## config.mk

```make
export PLATFORM = sky130hd
export DESIGN_NAME = bht_ctrl
export DESIGN_NICKNAME = d
export VERILOG_FILES = /design/src/rtl/bht_ctrl_pkg.sv /design/src/rtl/bht_ctrl_upd_fifo.sv /design/src/rtl/bht_ctrl.sv
export SDC_FILE = /design/constraint.sdc
export NUM_CORES = 1
export LEC_CHECK = 0
export CAP_MARGIN = 10
export CELL_PAD_IN_SITES_DETAIL_PLACEMENT = 1
export CELL_PAD_IN_SITES_GLOBAL_PLACEMENT = 2
export CORE_ASPECT_RATIO = 1.25
export CORE_MARGIN = 5
export CORE_UTILIZATION = 35
export CTS_CLUSTER_DIAMETER = 200
export CTS_CLUSTER_SIZE = 24
export DETAILED_ROUTE_END_ITERATION = 16
export PLACE_DENSITY_LB_ADDON = 0.1
export SLEW_MARGIN = 20
export SYNTH_ARGS = -nofsm -noshare
export SYNTH_HDL_FRONTEND = slang
export SYNTH_HIERARCHICAL = 1
export SYNTH_SLANG_ARGS = --single-unit
```

## constraint.sdc

```tcl
create_clock -name clock -period 4.8 [get_ports clock]
set_clock_uncertainty 0.05 [all_clocks]
set_input_delay 0.72 -clock clock [delete_from_list [all_inputs] [get_ports clock]]
set_output_delay 0.72 -clock clock [all_outputs]
set_load 0.1 [all_outputs]
```

## src/rtl/bht_ctrl_pkg.sv

```systemverilog
// Shared types and constants for the branch history table controller.
// Holds FSM encodings, 2-bit counter values and the saturating counter update.
package bht_ctrl_pkg;

  typedef enum logic {
    INIT = 1'b0,
    RUN  = 1'b1
  } bht_state_e;

  localparam logic [1:0] CNT_SNT  = 2'b00;
  localparam logic [1:0] CNT_WNT  = 2'b01;
  localparam logic [1:0] CNT_WT   = 2'b10;
  localparam logic [1:0] CNT_ST   = 2'b11;
  localparam logic [1:0] CNT_INIT = CNT_WNT;

  // Both weak states jump straight to the matching strong state.
  function automatic logic [1:0] cnt_next(input logic [1:0] cnt, input logic taken);
    case (cnt)
      CNT_SNT: cnt_next = taken ? CNT_WNT : CNT_SNT;
      CNT_ST:  cnt_next = taken ? CNT_ST  : CNT_WT;
      default: cnt_next = taken ? CNT_ST  : CNT_SNT;
    endcase
  endfunction

endpackage

```

## src/rtl/bht_ctrl_upd_fifo.sv

```systemverilog
// Synchronous FIFO holding resolved-branch updates {idx, taken}.
// Pointers carry one extra wrap bit so full and empty are distinguishable.
module bht_upd_fifo #(
  parameter int W     = 7,
  parameter int DEPTH = 4
) (
  input  logic         clock,
  input  logic         reset,
  input  logic         push_i,
  input  logic         pop_i,
  input  logic [W-1:0] wdata_i,
  output logic [W-1:0] rdata_o,
  output logic         full_o,
  output logic         empty_o
);

  localparam int AW = $clog2(DEPTH);
  localparam logic [AW:0] PTR_ONE = {{AW{1'b0}}, 1'b1};

  logic [W-1:0] mem_q [DEPTH];
  logic [AW:0]  wptr_q, wptr_d;
  logic [AW:0]  rptr_q, rptr_d;

  always_comb begin
    empty_o = (wptr_q == rptr_q);
    full_o  = (wptr_q[AW] != rptr_q[AW]) && (wptr_q[AW-1:0] == rptr_q[AW-1:0]);
    rdata_o = mem_q[rptr_q[AW-1:0]];
    wptr_d  = (push_i && !full_o) ? wptr_q + PTR_ONE : wptr_q;
    rptr_d  = (pop_i && !empty_o) ? rptr_q + PTR_ONE : rptr_q;
  end

  always_ff @(posedge clock) begin
    if (reset) begin
      wptr_q <= '0;
      rptr_q <= '0;
    end else begin
      wptr_q <= wptr_d;
      rptr_q <= rptr_d;
    end
  end

  always_ff @(posedge clock) begin
    if (push_i && !full_o) mem_q[wptr_q[AW-1:0]] <= wdata_i;
  end

endmodule

```

## src/rtl/bht_ctrl.sv

```systemverilog
// Branch history table controller: registered lookups, buffered updates, init sweep.
// Build option BHT_BYPASS_EN forwards a same-cycle drain write to a colliding lookup.
//
// Handshake: an update transfers on a rising clock edge where upd_valid and
// upd_ready are both high; upd_ready never depends on upd_valid.
module bht_ctrl
  import bht_ctrl_pkg::*;
#(
  parameter int IDX_W      = 6,
  parameter int PC_LSB     = 2,
  parameter int FIFO_DEPTH = 4
) (
  input  logic        clock,
  input  logic        reset,
  input  logic        lookup_valid,
  input  logic [31:0] lookup_pc,
  output logic        pred_valid,
  output logic        pred_taken,
  input  logic        upd_valid,
  input  logic [31:0] upd_pc,
  input  logic        upd_taken,
  output logic        upd_ready,
  output logic        busy,
  output logic        upd_pending,
  output bht_state_e  dbg_state
);

  localparam logic [IDX_W-1:0] IDX_MAX = '1;
  localparam logic [IDX_W-1:0] IDX_ONE = {{(IDX_W-1){1'b0}}, 1'b1};

  bht_state_e       state_q, state_d;
  logic [IDX_W-1:0] ptr_q, ptr_d;
  logic [1:0]       table_q [2**IDX_W];
  logic             pred_valid_q, pred_taken_q;

  logic [IDX_W-1:0] lookup_idx, upd_idx, head_idx, tbl_widx;
  logic [IDX_W:0]   fifo_rdata;
  logic             head_taken, fifo_full, fifo_empty, fifo_push, fifo_pop;
  logic             tbl_we, lookup_bit;
  logic [1:0]       tbl_wdata;
  logic             unused_pc_bits;

  assign lookup_idx = lookup_pc[PC_LSB+IDX_W-1:PC_LSB];
  assign upd_idx    = upd_pc[PC_LSB+IDX_W-1:PC_LSB];
  assign head_idx   = fifo_rdata[IDX_W:1];
  assign head_taken = fifo_rdata[0];
  assign unused_pc_bits = ^{lookup_pc[31:PC_LSB+IDX_W], lookup_pc[PC_LSB-1:0],
                            upd_pc[31:PC_LSB+IDX_W], upd_pc[PC_LSB-1:0]};

  always_ff @(posedge clock) begin
    if (reset) begin
      state_q <= INIT;
      ptr_q   <= '0;
    end else begin
      state_q <= state_d;
      ptr_q   <= ptr_d;
    end
  end

  always_comb begin
    state_d = state_q;
    ptr_d   = ptr_q;
    if (state_q == INIT) begin
      ptr_d = ptr_q + IDX_ONE;
      if (ptr_q == IDX_MAX) state_d = RUN;
    end
  end

  // Single table write port: the sweep owns it in INIT, the drain in RUN.
  always_comb begin
    busy      = (state_q == INIT);
    upd_ready = (state_q == RUN) && !fifo_full;
    fifo_push = upd_valid && upd_ready;
    fifo_pop  = (state_q == RUN) && !fifo_empty;
    tbl_we    = 1'b0;
    tbl_widx  = ptr_q;
    tbl_wdata = CNT_INIT;
    if (state_q == INIT) begin
      tbl_we = 1'b1;
    end else if (fifo_pop) begin
      tbl_we    = 1'b1;
      tbl_widx  = head_idx;
      tbl_wdata = cnt_next(table_q[head_idx], head_taken);
    end
  end

  always_ff @(posedge clock) begin
    if (tbl_we) table_q[tbl_widx] <= tbl_wdata;
  end

  always_comb begin
`ifdef BHT_BYPASS_EN
    lookup_bit = (fifo_pop && (head_idx == lookup_idx)) ? tbl_wdata[1] : table_q[lookup_idx][1];
`else
    lookup_bit = table_q[lookup_idx][1];
`endif
  end

  always_ff @(posedge clock) begin
    if (reset) begin
      pred_valid_q <= 1'b0;
      pred_taken_q <= 1'b0;
    end else begin
      pred_valid_q <= lookup_valid && (state_q == RUN);
      if (lookup_valid && (state_q == RUN)) pred_taken_q <= lookup_bit;
    end
  end

  bht_upd_fifo #(
    .W     (IDX_W + 1),
    .DEPTH (FIFO_DEPTH)
  ) u_fifo (
    .clock   (clock),
    .reset   (reset),
    .push_i  (fifo_push),
    .pop_i   (fifo_pop),
    .wdata_i ({upd_idx, upd_taken}),
    .rdata_o (fifo_rdata),
    .full_o  (fifo_full),
    .empty_o (fifo_empty)
  );

  assign pred_valid  = pred_valid_q;
  assign pred_taken  = pred_taken_q;
  assign upd_pending = !fifo_empty;
  assign dbg_state   = state_q;

endmodule

```

**Word-level counts from Yosys, hierarchy flattened**

Memory sizes are Yosys's and may differ from the RTL's. A register that Yosys moved wholly into a read port is not among the register bits.
Index checks and enable logic that the tools add are counted.

- Memories: 2
- Input port bits: 69
- Memory bits (writable): 156
- Word-level logic and storage cells: 44
- Flip-flop bits (word level): 14
- Output and inout bits: 6

- Add/sub/neg operators: 3
- Equality and inequality tests: 5
- Reductions and logical operators: 10
- Bitwise operators: 1
- Muxes and demuxes: 18

Memories:

| memory | depth | width | read ports | clocked after memory_dff | wr ports | RTL line | RTL |
|---|---|---|---|---|---|---|---|
| table_q | 64 | 2 | 2 | 1 | 1 | bht_ctrl.sv:33 | `logic [1:0] table_q [2**IDX_W];` |
| u_fifo.mem_q | 4 | 7 | 1 | 1 | 1 | bht_ctrl_upd_fifo.sv:20 | `logic [W-1:0] mem_q [DEPTH];` |

Operators with widths:

| operator | count |
|---|---|
| 6-bit 2-to-1 mux | 2 |
| 1-bit 2-to-1 mux | 10 |
| 2-bit 2-to-1 mux | 5 |
| 1-bit logical AND | 7 |
| 3-bit by 1-bit adder with 3-bit output (second input constant) | 2 |
| 6-bit by 1-bit adder with 6-bit output (second input constant) | 1 |
| 6-bit == test (second input constant) | 1 |
| 2-bit one-hot mux with 2 select lines | 1 |
| 3-bit == test | 1 |
| 2-bit == test | 1 |
| 2-bit == test (second input constant) | 1 |
| 1-bit zero test | 2 |
| 2-bit zero test | 1 |
| 1-bit != test | 1 |
| 1-bit inverter | 1 |

**Logic depth before layout (Yosys ltp)**

- Depth in word-level cells: 8
- Gate-level depth with buffers: 12
- Depth with buffers taken out: 9

**By module**

The synthesis kept the hierarchy.

By module, submodules not included:

| module | sequential area each (um2) | area an instance (um2) | cells each | instances |
|---|---|---|---|---|
| bht_ctrl | 4023.9 | 6333.6 | 402 | 1 |
| bht_upd_fifo | 1001.0 | 1589.0 | 105 | 1 |

**Worst setup path before layout**

OpenSTA, ideal clock, no wires.

- Kind: reg2reg
- Start: register with a tool-made name
- End: memory table_q[0][1] (data pin)
- Required time: 4250 ps
- Clock period less this slack: 5145 ps
- Buffers on the path: 3
- Arrival: 4595 ps
- Library setup time: 500 ps
- Stages on the path, launching flop included: 11
- Slack: -345 ps
- Cells stage by stage: dfxtp_1 buf_2 mux4_2 buf_4 buf_6 mux4_2 mux4_2 mux4_2 ha_1 mux2i_1 nor2_1

RTL lines:

| what | RTL line |
|---|---|
| end, declared | bht_ctrl.sv:33 |

==> impl_results.rst <==
.. list-table::
   :header-rows: 1

   * - Metric
     - Value
   * - Most frequent cell after synthesis
     - sky130_fd_sc_hd__edfxtp_1
   * - Initial Util
     - 35.55%
   * - Fraction of the yosys area taken by sequential cells
     - 63.42%
   * - Synthesized area divided by synthesized cell count
     - 15.63 um^2
   * - Max-slew violation count
     - 0
   * - Leakage
     - 2.833 nW
   * - NumNets Final
     - 610
   * - Sum of negative setup slack
     - 0 ns
   * - Number of maximum-capacitance violations
     - 0
   * - Total number of placement rows
     - 61
   * - CTS clk-pin slew, worst paths
     - 0.08 ns
   * - Global router's overall resource usage
     - 16.62%
   * - Most area-consuming cells after synthesis
     - sky130_fd_sc_hd__edfxtp_1, sky130_fd_sc_hd__mux4_2, sky130_fd_sc_hd__dfxtp_1
   * - Total Die Area
     - 0.02576 mm^2
   * - Data arrival, critical path
     - 4.22 ns
   * - Highest ir drop seen on vdd
     - 0.0002304 V
   * - Die outline width
     - 144.6 um
   * - Critical-path maximum fanout
     - 64
   * - Clock tree root driver cell
     - sky130_fd_sc_hd__clkbuf_16
   * - Fmax achieved
     - 242.6 MHz
   * - Number of standard cells in the final layout excluding fillers
     - 830
   * - Number of enable flip-flop cells after synthesis
     - 156
   * - Worst hold path class
     - register to register
   * - Number of DRC markers after the initial detailed-route iteration
     - 313
   * - Required time at the worst-slack endpoint
     - 4.90 ns
   * - Slowest stage cell, crit path
     - sky130_fd_sc_hd__mux4_2
   * - Final routed wirelength across all metal layers
     - 20230 um
   * - Number of buffers inserted during clock tree synthesis
     - 17
   * - Overall die height
     - 178.2 um
   * - Post-synthesis to final-layout area growth
     - 14.96%
   * - Cell area after synthesis
     - 0.007923 mm^2
   * - Share of final-layout standard cells stronger than drive strength 1
     - 21.39%
   * - Fill cell count
     - 2244
   * - Clock latency on the worst-skew pair
     - 0.44 ns
   * - Most frequent cells after synthesis
     - sky130_fd_sc_hd__edfxtp_1, sky130_fd_sc_hd__nor2_1, sky130_fd_sc_hd__mux4_2
   * - Placer congestion estimate
     - 0.7760
   * - Number of cells upsized or downsized after cts
     - 0
   * - Dominant cell type by area after synthesis
     - sky130_fd_sc_hd__edfxtp_1
   * - H-tree depth
     - 4
   * - Overall power consumption
     - 3.308 mW
   * - Final Cell Area
     - 0.009107 mm^2
   * - Critical path endpoint category
     - register
   * - Count of unresolved DRC violations after routing
     - 0
   * - Via count of the first global-routing pass
     - 5061
   * - Total congestion overflow after global routing
     - 0
   * - Share of flip-flops with an asynchronous set or reset
     - 0%
   * - Element type at the critical path start
     - register
   * - Clock tree from TritonCTS
     - yes
   * - Post-layout minimum cycle time
     - 4.122 ns
   * - Worst-Margin Slew
     - 0.9712 ns
   * - Count of yosys warnings during synthesis
     - 6
   * - Setup repair after global routing missed its margin
     - false
   * - Critical Setup Path Class
     - register to register
   * - Synthesized netlist net count
     - 583
   * - Iteration count of the initial detailed-routing pass
     - 4
   * - # setup viols final
     - 0
   * - Hpwl dp
     - 14060 um
   * - Number of storage elements in the synthesis netlist
     - 173
   * - Initial antenna violation count
     - 0
   * - CTS hold repair buffers
     - 0
   * - Slew margin rel.
     - 35.05%
   * - Final critical-path share of the clock period
     - 85.88%
   * - Status
     - finished clean
   * - Count of port buffers added during placement
     - 22
   * - Average via count per standard cell
     - 5.414
   * - Vias
     - 4494
   * - Final hold violations
     - 0
   * - Critical path's largest stage delay
     - 0.54 ns
   * - Crit-path cells
     - buf_4 -> mux4_2 -> buf_12 -> mux4_2 -> mux4_2 -> mux4_2 -> ha_1 -> mux2i_1 -> nor2_4 -> buf_12
   * - Synthesized instance count
     - 507
   * - Post-CTS setup repair buffer count
     - 0
   * - Maximum clock insertion buffer count
     - 2
   * - Top Ports
     - 75
   * - Share of Yosys cell area claimed by the top area cell type
     - 59.13%
   * - Total inserted antenna cells
     - 0
   * - Post-DP Area
     - 0.008491 mm^2
   * - Pin count of the biggest net entering global routing
     - 65
   * - Final routed wire length divided by cell count
     - 24.37 um
   * - Global-route wire length before repair
     - 31080 um
   * - Clk sink count
     - 173
   * - Placeable core area
     - 0.02229 mm^2
   * - Most used flip-flop cell after synthesis
     - sky130_fd_sc_hd__edfxtp_1
   * - Netlist cell types
     - 49
   * - Reg-to-reg slack, setup
     - 0.68 ns
   * - Ratio of total power to cell area
     - 363.2 mW/mm^2
   * - Number of antenna-violating nets in the routed design
     - 0
   * - Cell repeated most along the worst path
     - sky130_fd_sc_hd__mux4_2
   * - Number of placed cells counting well taps
     - 798
[final cells by class]
type	count	area, um^2	area share [%]
clock inverters	15	191.4	2.102
repair buffers	34	347.8	3.819
inverters	10	37.54	0.4121
multi-input cells	298	2726	29.94
flip-flops and latches	173	5025	55.17
well taps	283	354.1	3.888
clock buffers	17	425.4	4.671
[flip-flops by register name, indices dropped and copies added, names as in the netlist, named ones only]
signal	cells
table_q	128
u_fifo/mem_q	28
ptr_q	6
u_fifo/rptr_q	3
u_fifo/wptr_q	3
dbg_state	1
pred_taken	1
pred_valid	1
[routing by layer]
metal	GRT usage [%]	up-vias	wire length (um)
met5	0	-	0
met4	4.160	0	275
met3	3.245	20	705
met1	20.34	2346	8280
met2	29.97	81	10970
li1	-	2047	-
[logic make-up (layout without fill, tap and decap cells)]
group | after synthesis | count (layout) | synth area share (%)
flip-flops | 173 | 173 | 63.42
AND/OR/NAND/NOR | 159 | 159 | 9.018
multiplexers | 73 | 73 | 18.83
AO/OA/AOI/OAI | 49 | 49 | 4.217
buffers and inverters | 36 | 76 | 2.306
XOR/XNOR | 10 | 10 | 1.105
adder cells (fa/ha/maj) | 7 | 7 | 1.105
[per-stage QoR]
step | setup slack, ns | hold WS, ns | utilization (%)
after floorplan | 0.2685 | 0.4335 | -
after global routing | 0.5507 | 0.4755 | 40.87
after detailed placement | 0.6551 | 0.4327 | 38.10
after global placement | 0.6753 | 0.4184 | 38.10
final | 0.6777 | 0.4417 | 40.87
after CTS | 0.6253 | 0.4504 | 40.87
[final timing paths]
kind,startpoint,endpoint,cells past startpoint
setup / recovery,register,table_q[52][1],10
hold reg to reg,pred_taken,pred_taken,2
setup reg to reg,register,table_q[52][1],10
hold / removal,pred_taken,pred_taken,2
[cells in the final DEF, fill, tap and decap left out, types with 7 or more instances in the layout]
cell type	instances
sky130_fd_sc_hd__a31oi_1	7
sky130_fd_sc_hd__buf_4	9
sky130_fd_sc_hd__clkbuf_16	17
sky130_fd_sc_hd__clkdlybuf4s50_1	22
sky130_fd_sc_hd__clkinv_8	7
sky130_fd_sc_hd__dfxtp_1	17
sky130_fd_sc_hd__edfxtp_1	156
sky130_fd_sc_hd__ha_1	7
sky130_fd_sc_hd__inv_1	10
sky130_fd_sc_hd__mux2_2	8
sky130_fd_sc_hd__mux4_2	60
sky130_fd_sc_hd__nand2_1	31
sky130_fd_sc_hd__nand3_1	9
sky130_fd_sc_hd__nor2_1	80
sky130_fd_sc_hd__o21ai_0	9
[power by group]
part | internal (mW) | switching [mW]
combinational | 0.114 | 0.151
sequential | 1.63 | 0.00990
clock | 0.710 | 0.695
[worst max-delay path: cells and delay by family (launching register included)]
family / cells / cell delay, ns
fa+ha+maj: 1 / 0.31
buf+inv: 3 / 0.63
mux: 5 / 2.35
simple gates: 1 / 0.06
flops: 1 / 0.39
Power figures use the tool's default switching activity.
